**src/rtl/cookie_pkg.sv**
```systemverilog
// cookie_pkg
//   Shared definitions for the cookie display shift-out link (used by both the
//   transmit side and cookie_display_rx).
//   - state_t         : receive FSM state encoding
//   - COOKIE_FRAME_W  : default number of data bits per frame
//   - even_parity()   : parity bit that makes the total number of ones even
package cookie_pkg;

  typedef enum logic {
    IDLE  = 1'b0,
    SHIFT = 1'b1
  } state_t;

  localparam int COOKIE_FRAME_W = 16;

  // Zero-extended input: leading zeros do not change the parity.
  function automatic logic even_parity(input logic [32:0] v);
    return ^v;
  endfunction

endpackage

```
**src/rtl/cookie_rx_shifter.sv**
```systemverilog
// cookie_rx_shifter
//   Serial-in shift register plus bit counter for the cookie display receiver.
//   The FSM in the top decides when a bit starts a new frame (i_first) or
//   extends the current one (i_shift); any enabled cycle with neither clears
//   the partial word and the counter.
// Ports:
//   clk, rst_n : system clock, async active-low reset
//   i_en       : advance enable; everything holds when low
//   i_first    : load i_bit as the MSB of a new frame, count = 1
//   i_shift    : shift i_bit into the LSB, count + 1
//   i_bit      : serial data
//   o_sr       : shift register contents (complete word while o_done = 1)
//   o_last     : the bit being shifted this cycle completes the frame
//   o_done     : counter sits at full length, i.e. o_sr holds a whole frame
module cookie_rx_shifter #(
  parameter int TOT_W = 16,
  parameter int CNT_W = 5
) (
  input  logic             clk,
  input  logic             rst_n,
  input  logic             i_en,
  input  logic             i_first,
  input  logic             i_shift,
  input  logic             i_bit,
  output logic [TOT_W-1:0] o_sr,
  output logic             o_last,
  output logic             o_done
);

  logic [TOT_W-1:0] r_sr;
  logic [CNT_W-1:0] r_cnt;

  always_ff @(posedge clk or negedge rst_n) begin
    if (!rst_n) begin
      r_sr  <= '0;
      r_cnt <= '0;
    end else if (i_en) begin
      if (i_first) begin
        r_sr  <= {{(TOT_W-1){1'b0}}, i_bit};
        r_cnt <= CNT_W'(1);
      end else if (i_shift) begin
        r_sr  <= {r_sr[TOT_W-2:0], i_bit};
        r_cnt <= r_cnt + 1'b1;
      end else begin
        // idle, abort, or the cycle after completion without a new frame
        r_sr  <= '0;
        r_cnt <= '0;
      end
    end
  end

  assign o_sr   = r_sr;
  assign o_last = i_shift && (r_cnt == CNT_W'(TOT_W - 1));
  // Only true for the single cycle after the last bit: the following enabled
  // cycle either restarts the counter at 1 or clears it.
  assign o_done = (r_cnt == CNT_W'(TOT_W));

endmodule

```
**src/rtl/cookie_display_rx.sv**
```systemverilog
// cookie_display_rx
//   Receive end of the cookie display shift-out link. Deserializes shift_bit
//   (MSB first, qualified by shift_strobe) into FRAME_W-bit words and hands
//   them downstream over a valid/ready handshake. Framing aborts and overruns
//   raise sticky flags cleared by err_clr.
//   Build option COOKIE_DISPLAY_RX_PARITY_EN: each frame carries one trailing
//   even-parity bit and a sticky parity_err output is added.
// Ports:
//   clk, rst_n   : system clock, async active-low reset
//   en           : block enable; all state holds while low
//   shift_strobe : frame bit present this cycle
//   shift_bit    : serial data
//   rx_data      : last accepted word (stable while rx_valid)
//   rx_valid     : rx_data holds an unconsumed word
//   rx_ready     : consumer takes the word when rx_valid && rx_ready
//   frame_err    : sticky, strobe dropped mid-frame
//   overrun      : sticky, frame completed while a word was still held
//   err_clr      : synchronous clear of the sticky flags
//   busy         : frame partially received
//   parity_err   : (parity build only) sticky, parity mismatch
//
// state | meaning
// IDLE  | no frame in progress; a strobe here samples the MSB of a new frame
// SHIFT | frame in progress; strobe extends it, strobe low aborts it
module cookie_display_rx
  import cookie_pkg::*;
#(
  parameter int FRAME_W = COOKIE_FRAME_W
) (
  input  logic               clk,
  input  logic               rst_n,
  input  logic               en,
  input  logic               shift_strobe,
  input  logic               shift_bit,
  output logic [FRAME_W-1:0] rx_data,
  output logic               rx_valid,
  input  logic               rx_ready,
  output logic               frame_err,
  output logic               overrun,
  input  logic               err_clr,
  output logic               busy
`ifdef COOKIE_DISPLAY_RX_PARITY_EN
  ,
  output logic               parity_err
`endif
);

`ifdef COOKIE_DISPLAY_RX_PARITY_EN
  localparam int TOT_W = FRAME_W + 1;
`else
  localparam int TOT_W = FRAME_W;
`endif
  localparam int CNT_W = $clog2(TOT_W + 1);

  state_t r_state;
  state_t w_state_nxt;

  logic             w_first;
  logic             w_shift;
  logic             w_abort;
  logic             w_busy;
  logic [TOT_W-1:0] w_sr;
  logic             w_last;
  logic             w_done;
  logic             w_par_ok;
  logic             w_take;
  logic             w_can_load;
  logic [FRAME_W-1:0] w_word;

  logic [FRAME_W-1:0] r_rx_data;
  logic               r_rx_valid;
  logic               r_frame_err;
  logic               r_overrun;

  cookie_rx_shifter #(
    .TOT_W (TOT_W),
    .CNT_W (CNT_W)
  ) u_shifter (
    .clk     (clk),
    .rst_n   (rst_n),
    .i_en    (en),
    .i_first (w_first),
    .i_shift (w_shift),
    .i_bit   (shift_bit),
    .o_sr    (w_sr),
    .o_last  (w_last),
    .o_done  (w_done)
  );

  always_ff @(posedge clk or negedge rst_n) begin
    if (!rst_n) begin
      r_state <= IDLE;
    end else if (en) begin
      r_state <= w_state_nxt;
    end
  end

  always_comb begin
    w_state_nxt = r_state;
    case (r_state)
      IDLE: begin
        if (shift_strobe) w_state_nxt = SHIFT;
      end
      SHIFT: begin
        // Return to IDLE on the completing bit so a held strobe starts the
        // next frame's MSB on the very next cycle.
        if (!shift_strobe || w_last) w_state_nxt = IDLE;
      end
      default: w_state_nxt = IDLE;
    endcase
  end

  always_comb begin
    w_first = 1'b0;
    w_shift = 1'b0;
    w_abort = 1'b0;
    w_busy  = 1'b0;
    case (r_state)
      IDLE: begin
        w_first = shift_strobe;
      end
      SHIFT: begin
        w_shift = shift_strobe;
        w_abort = !shift_strobe;
        w_busy  = 1'b1;
      end
      default: ;
    endcase
  end

  assign w_word = w_sr[TOT_W-1 -: FRAME_W];

`ifdef COOKIE_DISPLAY_RX_PARITY_EN
  // Data bits plus the trailing parity bit must hold an even number of ones.
  assign w_par_ok = (even_parity(33'(w_sr)) == 1'b0);
`else
  assign w_par_ok = 1'b1;
`endif

  assign w_take     = w_done && w_par_ok;
  assign w_can_load = !r_rx_valid || rx_ready;

  always_ff @(posedge clk or negedge rst_n) begin
    if (!rst_n) begin
      r_rx_data   <= '0;
      r_rx_valid  <= 1'b0;
      r_frame_err <= 1'b0;
      r_overrun   <= 1'b0;
    end else if (en) begin
      if (w_take && w_can_load) begin
        r_rx_data  <= w_word;
        r_rx_valid <= 1'b1;
      end else if (r_rx_valid && rx_ready) begin
        r_rx_valid <= 1'b0;
      end

      // A new event outranks a simultaneous clear.
      if (w_take && !w_can_load) begin
        r_overrun <= 1'b1;
      end else if (err_clr) begin
        r_overrun <= 1'b0;
      end

      if (w_abort) begin
        r_frame_err <= 1'b1;
      end else if (err_clr) begin
        r_frame_err <= 1'b0;
      end
    end
  end

`ifdef COOKIE_DISPLAY_RX_PARITY_EN
  logic r_parity_err;

  always_ff @(posedge clk or negedge rst_n) begin
    if (!rst_n) begin
      r_parity_err <= 1'b0;
    end else if (en) begin
      if (w_done && !w_par_ok) begin
        r_parity_err <= 1'b1;
      end else if (err_clr) begin
        r_parity_err <= 1'b0;
      end
    end
  end

  assign parity_err = r_parity_err;
`endif

  assign rx_data   = r_rx_data;
  assign rx_valid  = r_rx_valid;
  assign frame_err = r_frame_err;
  assign overrun   = r_overrun;
  assign busy      = w_busy;

endmodule

```
**config.mk**
```make
export PLATFORM = sky130hd
export DESIGN_NAME = cookie_display_rx
export DESIGN_NICKNAME = d
export VERILOG_FILES = /design/src/rtl/cookie_pkg.sv /design/src/rtl/cookie_rx_shifter.sv /design/src/rtl/cookie_display_rx.sv
export SDC_FILE = /design/constraint.sdc
export NUM_CORES = 1
export LEC_CHECK = 0
export ABC_AREA = 1
export CORE_AREA = 2 2 73 75
export CTS_CLUSTER_SIZE = 20
export DETAILED_ROUTE_END_ITERATION = 6
export DIE_AREA = 0 0 75 77
export MAX_ROUTING_LAYER = met4
export SYNTH_ARGS = -nofsm -noshare
export SYNTH_HDL_FRONTEND = slang
export SYNTH_SLANG_ARGS = --single-unit
```
**constraint.sdc**
```tcl
create_clock -name clk -period 2.65 [get_ports clk]
set_input_delay 0.53 -clock clk [delete_from_list [all_inputs] [get_ports clk]]
set_output_delay 0.53 -clock clk [all_outputs]
set_load 0.02 [all_outputs]
```
## After elaboration in Yosys (flattened, before gate mapping)

Index checks and enable logic that the tools add are counted.

- Flip-flop bits (word level): 41
- Input port bits: 7
- Output and inout bits: 20

- Add/sub/neg operators: 1
- Equality and inequality tests: 2
- Multiplexer cells: 16
- Bitwise operators: 1
- Reduce and logical (&&, ||, !) cells: 16

Operators by type and width:

| cell | number |
|---|---|
| two-way mux 16 bit | 2 |
| two-way mux 1 bit | 11 |
| two-way mux 5 bit | 2 |
| AND reduction 2 bit | 4 |
| nonzero test 2 bit | 3 |
| adder 5 x 1 -> 5 bit (second input constant) | 1 |
| equality test 5 x 4 -> 1 bit (second input constant) | 1 |
| equality test 5 bit (second input constant) | 1 |
| logical AND 1 bit | 4 |
| zero test 1 bit | 3 |
| logical OR 1 bit | 2 |
| one-hot mux 1 bit (2 select lines) | 1 |
| inverter 1 bit | 1 |

## Logic depth before layout (Yosys ltp)

Gate-level depths: netlist of run 1.

- Depth after elaboration: 6
- Mapped depth: 8
- Mapped depth without buffers: 7

## Hierarchy

A second synthesis of run 1 with hierarchy kept.

- Cell total of the unflattened synthesis: 183
- Area, all modules: 1,778.0 sq um

By module, submodules not included:

| module | times used | cells each | area each (sq um) | sequential area each (sq um) |
|---|---|---|---|---|
| cookie_rx_shifter | 1 | 90 | 950.9 | 525.5 |
| cookie_display_rx | 1 | 93 | 827.0 | 500.5 |

## Worst setup path before layout of run 1

Ideal clock, no wire load.

- Path kind: reg-to-reg
- Start: reg u_shifter.r_cnt[0]
- End: reg r_rx_data[10], in the netlist rx_data[10]
- Library setup time: 0.117 ns
- Arrival time: 1.198 ns
- Required time: 2.533 ns
- Slack: 1.335 ns
- Stages on the path, launching flop included: 9
- Path buffers: 1
- Period minus slack after synthesis: 1.315 ns
- Cells stage by stage: dfrtp_1 > inv_1 > ha_1 > nand2_1 > nor2_4 > nand2_4 > buf_6 > nand2_1 > nand2_1

- Cells in the longest elaborated chain, start to end: 3

Ends and longest elaborated chain:

| element | RTL line | text |
|---|---|---|
| from (decl) | cookie_rx_shifter.sv:31 | `logic [CNT_W-1:0] r_cnt;` |
| from (signal assigned) | cookie_rx_shifter.sv:43 | `r_cnt <= r_cnt + 1'b1;` |
| equality test 5 bit | cookie_rx_shifter.sv:56 | `assign o_done = (r_cnt == CNT_W'(TOT_W));` |
| logical AND 1 bit | cookie_display_rx.sv:150 | `if (w_take && w_can_load) begin` |
| AND reduction 2 bit (no source line) | -- |  |
| to (signal assigned) | cookie_display_rx.sv:151 | `r_rx_data <= w_word;` |
| to (decl) | cookie_display_rx.sv:70 | `logic [FRAME_W-1:0] r_rx_data;` |

Every way passes these cells.
A chain may end at the register's enable or synchronous reset.

## Final worst setup path of run 1

- Start: reg r_state
- End: out busy

- Cells in the longest elaborated chain, start to end: 1

Ends and longest elaborated chain:

| element | RTL line | text |
|---|---|---|
| from (decl) | cookie_display_rx.sv:55 | `state_t r_state;` |
| from (signal assigned) | cookie_display_rx.sv:94 | `r_state <= w_state_nxt;` |
| two-way mux 1 bit | cookie_display_rx.sv:118 | `case (r_state)` |
| to (decl) | cookie_display_rx.sv:41 | `output logic busy` |

Every way passes these cells.

==> impl_metrics.csv, run 1 <==
group,metric,value,unit
detailed_routing,detail-route-antenna-nets,0,
timing,rsz0062_at_grt,"no",
layout,flow.area_growth_from_synthesis,22.95,%
timing,tightest_slew,0.8983,ns
setup_path,crit_fanout,7,
timing,fin_setup_tns,0,ns
synthesis,ys_seq_elements,41,
power_and_ir_drop,ir_drop,0.0002429,V
job,drv_cap,0,
clock_tree,cts_buffers,5,
setup_path,crit_chain,"clkdlybuf4s50_1",
layout,mostFrequentLayoutCell,"nand2_1",
layout,multi_input_area,545.5,um^2
power_and_ir_drop,p_leak,0.9830,nW
clock_tree,cts_hold_buffers,0,
global_routing,antenna_found_initial,0,
global_routing,grt_max_degree,42,
setup_path,slowest_delay,0.65,ns
setup_path,critPathCaptureType,"output pin",
synthesis,syn_inst,179,
timing,finClkSkew,0.009673,ns
placement,hpwl,2.097,mm
layout,fillers,508,
detailed_routing,num_vias,1258,
floorplanning,start_util,0.3429,
layout,num-nets-final,216,
setup_path,cp.arrival,1.41,ns
layout,layout_common_cells,"51 x nand2_1, 41 x dfrtp_1, 25 x clkdlybuf4s50_1",
synthesis,synth_nets,189,
timing,whs,0.3601,ns
timing,hold_violations,0,
setup_path,critPathTopFamily,"buffers and inverters",
timing,report.final.slew_viol_count,0,
clock_tree,cts_resized,0,
timing,relSlewSlack,0.4011,
global_routing,grt_pass1_vias,1193,
detailed_routing,wl,3.120,mm
power_and_ir_drop,finalPower,1.164,mW
setup_path,start_kind,"flop",
timing,finalCritPeriodShare,0.7329,
timing,max_freq,514.9,MHz
global_routing,grt_pass1_wl,5.485,mm
detailed_routing,drc_errors,0,
detailed_routing,vias_per_cell,4.558,
detailed_routing,first_iter_violations,103,
setup_path,worstSetupPathType,"flop to output pin",
worst_hold_path,hp-class,"input pin to asynchronous set/reset pin",
clock_tree,clk_pin_slew,0.08,ns
clock_tree,clock_latency,0.29,ns
clock_tree,cts_tree,"built",
layout,antennaDiodeCount,0,
timing,final.min_clock_period,1.942,ns
placement,dpl.cell_count,269,
setup_path,critical_path_required,2.12,ns
floorplanning,boundaryPins,27,
global_routing,track_usage,0.1265,
clock_tree,clockBufferDepth,2,
power_and_ir_drop,power.density,554.6,nW/um^2
global_routing,grt_overflow_total,0,
synthesis,synthesis.area,1707,um^2
synthesis,synth_cell_type_count,20,
floorplanning,dieArea,5775,um^2
timing,setup_viol,0,
clock_tree,htree_num_levels,2,
placement,gp_congestion,0.7741,
floorplanning,die_h,77,um
clock_tree,post_cts_buffers,0,
floorplanning,fp-row-count,26,
layout,final_layout_size_suffix_gt1_frac,0.07767,
placement,io_buffer_count,26,
synthesis,yosysSeqAreaShare,0.6012,
clock_tree,cts.sinks,41,
run_status,status,"complete, no violations",
floorplanning,core_area,4977,um^2
synthesis,syn_area_per_cell,9.534,um^2
floorplanning,die_w,75,um
detailed_routing,wl_per_cell,11.30,um
setup_path,cpMaxStageDelayCell,"clkdlybuf4s50_1",
layout,seqCellArea,1026,um^2
layout,instances_no_fill,276,
synthesis,yosysWarnings,0,
detailed_routing,dr.pass1.iters,4,
clock_tree,clock_tree.root_cell,"clkbuf_8",
setup_path,cp_num_buf_inv,1,
## area by class of cell
| class | count | share of cell area |
|---|---|---|
| Clock buffer | 6 | 0.03936 |
| Clock inverter | 1 | 0.003578 |
| Inverter | 23 | 0.04114 |
| Multi-Input combinational cell | 108 | 0.2600 |
| Sequential cell | 41 | 0.4890 |
| Tap cell | 70 | 0.04174 |
| Timing Repair Buffer | 27 | 0.1252 |
## worst reg2reg max path, stage by stage, from the launching register on
cell and delay, ns:
dfrtp_1 0.42, inv_1 0.09, ha_1 0.15, nand2_1 0.08, nor2_4 0.39, nand2_4 0.21
nand2_1 0.12, nand2_1 0.05
## cells by family after synthesis
logic type	count (synthesis)	synth area share
fa+ha+maj	3	0.02200
simple gates	82	0.2097
compound gates	23	0.08798
flops	41	0.6012
buf+inv	30	0.07918
## metal layers
metal  routed length [um]  GRT usage  share of wire
met1                 1504     0.1660           0.48
met2                 1415     0.1816           0.45
met3                  140    0.03548          0.045
met4                   59    0.05357          0.019
met5                    0          -              0
## flip-flops by register name, summed over array words and instances, names as in the netlist
name and cells:
overrun 1, u_shifter.o_sr 16, u_shifter.r_cnt 5, rx_data 16, r_state 1, frame_err 1
rx_valid 1
## cell usage after synthesis (all sizes together)
cell	instances	area [um^2]
inv	23	86.34
o22ai	16	100.1
buf	7	48.79
a22o	1	8.760
a21oi	2	21.27
nor3	1	5.000
o21ai	4	20.02
nand2	53	209.0
nand3	21	110.1
dfrtp	41	1026
ha	3	37.54
nor2	7	33.78
## worst paths after layout
path                                    start                end  slack (ns)  cells past startpoint
setup / recovery                      r_state               busy        0.71                      1
hold / removal                          rst_n         rx_data[3]        0.36                      1
setup reg to reg           u_shifter.r_cnt[0]        rx_data[10]        1.05                      7
hold reg to reg                   rx_data[13]        rx_data[13]        0.47                      2
max in group asynchronous               rst_n  u_shifter.o_sr[0]        1.72                      1
min in group clk                  rx_data[13]        rx_data[13]        0.47                      2
## power by group
group	internal, mW	leakage, nW	switching, mW
clock	0.206	0.0433	0.203
combinational	0.0403	0.375	0.0610
sequential	0.641	0.564	0.0128
## through the flow
| stage | setup slack [ns] | area (um^2) | util |
|---|---|---|---|
| after floorplan | 1.335 | 1707 | - |
| after global placement | 0.6173 | 2008 | 0.4035 |
| after detailed placement | 0.6086 | 2008 | 0.4035 |
| after CTS | 0.6891 | 2098 | 0.4216 |
| after global routing | 0.6550 | 2098 | 0.4216 |
| final | 0.7077 | 2098 | 0.4216 |
Power figures use the tool's default switching activity.
==> run 2, diff against run 1 <==
==> constraint.sdc (replaced) <==
create_clock -name clk -period 1.79 [get_ports clk]
set_input_delay 0.358 -clock clk [delete_from_list [all_inputs] [get_ports clk]]
set_output_delay 0.358 -clock clk [all_outputs]
set_load 0.02 [all_outputs]
==> impl_metrics.csv, run 2 (same netlist as run 1, synthesis figures left out) <==
group,metric,value,unit
run_status,status,"complete, no violations",
timing,tightest_slew,0.4883,ns
setup_path,crit_chain,"clkdlybuf4s50_1",
job,drv_cap,0,
layout,fin_util,0.4314,
detailed_routing,dr.pass1.iters,4,
detailed_routing,wl,3.035,mm
worst_hold_path,hp-class,"input pin to asynchronous set/reset pin",
power_and_ir_drop,pwr-share-seq,0.563,
layout,layout_common_cells,"51 x nand2_1, 41 x dfrtp_1, 24 x clkdlybuf4s50_1",
setup_path,slowest_delay,0.63,ns
global_routing,grt_pass1_wl,5.354,mm
setup_path,start_kind,"flop",
detailed_routing,vias_per_cell,4.406,
power_and_ir_drop,ir_drop,0.0004660,V
clock_tree,clock_tree.root_cell,"clkbuf_8",
power_and_ir_drop,combPwrFrac,0.092,
floorplanning,start_util,0.3429,
setup_path,critPathCaptureType,"output pin",
clock_tree,cts_buffers,5,
setup_path,reg2regPathDepth,7,
placement,hpwl,2.225,mm
setup_path,critical_path_required,1.43,ns
global_routing,grt_use_met3,0.04336,
timing,finClkSkew,0.004881,ns
floorplanning,core_area,4977,um^2
timing,report.final.slew_viol_count,0,
detailed_routing,num_vias,1238,
clock_tree,clk_pin_slew,0.07,ns
detailed_routing,first_iter_violations,57,
global_routing,grt_max_degree,29,
detailed_routing,detail-route-antenna-nets,0,
global_routing,antenna_found_initial,0,
layout,final_layout_size_suffix_gt1_frac,0.09479,
layout,fillers,497,
setup_path,cpMaxStageDelayCell,"clkdlybuf4s50_1",
power_and_ir_drop,power.density,799.6,nW/um^2
layout,antennaDiodeCount,0,
global_routing,gr-usage-met2,0.1728,
clock_tree,cts.sinks,41,
setup_path,crit_fanout,3,
layout,flow.area_growth_from_synthesis,25.81,%
global_routing,track_usage,0.1238,
setup_path,cp_num_buf_inv,1,
power_and_ir_drop,p_leak,1.024,nW
power_and_ir_drop,power.share.clock,0.345,
layout,instances_no_fill,281,
setup_path,critPathTopFamily,"buffers and inverters",
placement,io_buffer_count,26,
clock_tree,htree_num_levels,2,
setup_path,crit_cells,1,
detailed_routing,wl_per_cell,10.80,um
global_routing,grt_pass1_vias,1213,
layout,seqCellArea,1026,um^2
setup_path,cp.arrival,1.33,ns
global_routing,use_met1,0.1637,
layout,num-nets-final,221,
clock_tree,clock_latency,0.28,ns
floorplanning,dieArea,5775,um^2
power_and_ir_drop,switching_power,0.3942,mW
clock_tree,post_cts_buffers,0,
timing,setup_viol,0,
placement,dpl.cell_count,274,
timing,fin_setup_tns,0,ns
clock_tree,cts_resized,0,
timing,rsz0062_at_grt,"no",
clock_tree,cts_tree,"built",
clock_tree,cts_hold_buffers,0,
layout,mostFrequentLayoutCell,"nand2_1",
global_routing,busiest_layer,"met2",
timing,hold_violations,0,
timing,final.min_clock_period,1.689,ns
global_routing,grt_overflow_total,0,
power_and_ir_drop,switching_share,0.2296,
floorplanning,die_h,77,um
clock_tree,clockBufferDepth,2,
timing,finalCritPeriodShare,0.9438,
power_and_ir_drop,internal_power,1.323,mW
timing,relSlewSlack,0.6745,
floorplanning,die_w,75,um
setup_path,worstSetupPathType,"flop to output pin",
floorplanning,fp-row-count,26,
timing,max_freq,591.9,MHz
detailed_routing,drc_errors,0,
placement,gp_congestion,0.7559,
floorplanning,boundaryPins,27,
layout,multi_input_area,545.5,um^2
==> run 2: cell type report <==
type / instances / share of cell area
clock buffers: 7 / 0.04021
well taps: 70 / 0.04079
repair buffers: 32 / 0.1469
flip-flops and latches: 41 / 0.4779
inverters: 23 / 0.04021
multi-input cells: 108 / 0.2541
==> run 2: worst paths after layout <==
path,to,start,slack (ns)
max,rx_valid,rx_valid,0.10
min,rx_data[1],rst_n,0.02
max reg2reg,rx_data[9],u_shifter.r_cnt[0],0.36
min reg2reg,rx_data[8],rx_data[8],0.47
max in group asynchronous,u_shifter.o_sr[9],rst_n,1.23
min in group clk,rx_data[8],rx_data[8],0.47
==> run 2: layer usage <==
| metal | wire [um] | vias up |
|---|---|---|
| met1 | 1494 | 568 |
| met4 | 59 | 0 |
| met2 | 1347 | 23 |
| met3 | 134 | 6 |
| li1 | - | 641 |
| met5 | 0 | - |
==> run 2: stage by stage <==
stage	instance area [um^2]	setup slack (ns)	power, mW	hold slack (ns)
2_1_floorplan	1707	0.4749	1.061	0.06241
3_3_place_gp	2058	0.08155	1.146	0.3585
3_5_place_dp	2058	0.09353	1.146	0.3579
4_1_cts	2145	0.02261	1.748	0.03847
5_1_grt	2147	0.05111	1.806	0.05691
6_report	2147	0.1006	1.717	0.02415
==> run 2: power by group through the flow <==
stage / registers [mW] / clock network [mW] / logic [mW]
floorplan: 1.00 / 0 / 0.0590
global placement: 0.984 / 0 / 0.162
detailed placement: 0.984 / 0 / 0.162
CTS: 0.966 / 0.619 / 0.162
global route: 0.969 / 0.660 / 0.176
finish: 0.966 / 0.592 / 0.159
==> run 3, diff against run 2 <==
--- a/config.mk
+++ b/config.mk
@@ -7,10 +7,10 @@
 export LEC_CHECK = 0
 export ABC_AREA = 1
 export CORE_AREA = 2 2 73 75
-export CTS_CLUSTER_SIZE = 20
 export DETAILED_ROUTE_END_ITERATION = 6
 export DIE_AREA = 0 0 75 77
 export MAX_ROUTING_LAYER = met4
+export PLACE_DENSITY = 0.65
 export SYNTH_ARGS = -nofsm -noshare
 export SYNTH_HDL_FRONTEND = slang
 export SYNTH_SLANG_ARGS = --single-unit
==> impl_metrics.csv, run 3 (same netlist as run 1, synthesis figures left out) <==
group,metric,value,unit
placement,hpwl,2.153,mm
clock_tree,cts_tree,"built",
placement,dp_slack,0.001135,ns
clock_tree,clockBufferDepth,2,
detailed_routing,wl_per_cell,10.76,um
global_routing,grt_overflow_total,0,
placement,gp_congestion,0.7311,
timing,finClkSkew,0.005414,ns
floorplanning,core_area,4977,um^2
floorplanning,die_w,75,um
layout,seqCellArea,1026,um^2
clock_tree,cts_buffers,5,
setup_path,crit_fanout,3,
timing,final.min_clock_period,1.719,ns
timing,setup_viol,0,
clock_tree,clock_latency,0.29,ns
layout,num-nets-final,221,
placement,place_area,2046,um^2
layout,layout_common_cells,"51 x nand2_1, 41 x dfrtp_1, 25 x clkdlybuf4s50_1",
floorplanning,boundaryPins,27,
timing,tightest_slew,0.5011,ns
floorplanning,start_util,0.3429,
clock_tree,cts_hold_buffers,0,
global_routing,track_usage,0.1259,
clock_tree,clock_tree.root_cell,"clkbuf_8",
job,drv_cap,0,
setup_path,cp_num_buf_inv,1,
detailed_routing,dr.pass1.iters,4,
layout,antennaDiodeCount,0,
timing,relSlewSlack,0.6659,
detailed_routing,drc_errors,0,
clock_tree,clk_pin_slew,0.08,ns
layout,mostFrequentLayoutCell,"nand2_1",
layout,final_layout_size_suffix_gt1_frac,0.1038,
setup_path,worstSetupPathType,"flop to output pin",
layout,final_area,2180,um^2
setup_path,critPathCaptureType,"output pin",
setup_path,crit_chain,"clkdlybuf4s50_1",
clock_tree,post_cts_buffers,0,
timing,fin_setup_tns,0,ns
setup_path,cpMaxStageDelayCell,"clkdlybuf4s50_1",
detailed_routing,vias_per_cell,4.514,
detailed_routing,wl,3.035,mm
floorplanning,die_h,77,um
timing,fin_ws,0.07051,ns
clock_tree,cts_resized,0,
global_routing,antenna_found_initial,0,
layout,flow.area_growth_from_synthesis,27.71,%
power_and_ir_drop,p_leak,1.033,nW
clock_tree,cts.sinks,41,
worst_hold_path,hp-class,"input pin to asynchronous set/reset pin",
placement,io_buffer_count,26,
timing,hold_violations,0,
detailed_routing,first_iter_violations,79,
layout,instances_no_fill,282,
timing,max_freq,581.6,MHz
floorplanning,dieArea,5775,um^2
setup_path,start_kind,"flop",
detailed_routing,detail-route-antenna-nets,0,
timing,finalCritPeriodShare,0.9606,
run_status,status,"complete, no violations",
floorplanning,fp-row-count,26,
global_routing,grt_pass1_vias,1210,
setup_path,slowest_delay,0.63,ns
layout,multi_input_area,545.5,um^2
detailed_routing,num_vias,1273,
placement,dpl.cell_count,274,
global_routing,grt_pass1_wl,5.464,mm
power_and_ir_drop,power.density,913.6,nW/um^2
clock_tree,htree_num_levels,2,
setup_path,cp.arrival,1.36,ns
layout,fillers,495,
timing,rsz0062_at_grt,"no",
setup_path,critPathTopFamily,"buffers and inverters",
power_and_ir_drop,ir_drop,0.0003962,V
setup_path,critical_path_required,1.43,ns
global_routing,grt_max_degree,42,
timing,report.final.slew_viol_count,0,
power_and_ir_drop,finalPower,1.991,mW
[run 3: area by class of cell]
cell class,count,area share
Sequential cell,41,0.4707
Multi-Input combinational cell,108,0.2503
Timing Repair Buffer,32,0.1378
Tap cell,70,0.04018
Inverter,23,0.03961
Clock buffer,5,0.03157
Clock inverter,3,0.02985
[run 3: layer usage]
| metal | share of wire | global-route usage | vias up |
|---|---|---|---|
| met2 | 0.48 | 0.1851 | 29 |
| met5 | 0 | - | - |
| li1 | - | - | 645 |
| met1 | 0.46 | 0.1608 | 592 |
| met4 | 0.028 | 0.06964 | 0 |
| met3 | 0.036 | 0.02365 | 7 |
[run 3: final timing paths]
path	startpoint	end	slack [ns]	depth (start not counted)
max reg2reg	u_shifter.r_cnt[0]	rx_data[8]	0.41	7
min in group clk	rx_data[6]	rx_data[6]	0.47	2
min	rst_n	rx_data[1]	0.11	2
min reg2reg	rx_data[6]	rx_data[6]	0.47	2
max in group asynchronous	rst_n	u_shifter.o_sr[12]	1.33	2
max	rx_valid	rx_valid	0.07	1
[run 3: where the power goes]
part           total [mW]  switching (mW)  leakage (nW)  internal (mW)
clock               0.867           0.314        0.0681          0.554
combinational       0.160          0.0937         0.400         0.0663
sequential          0.964          0.0148         0.564          0.949
total                1.99           0.422          1.03           1.57
[run 3: metrics by stage]
step | utilization | hold slack, ns
after detailed placement | 0.4110 | 0.4516
after global routing | 0.4379 | 0.1664
final | 0.4379 | 0.1134
after global placement | 0.4110 | 0.4486
after floorplan | - | 0.06241
after CTS | 0.4379 | 0.1297
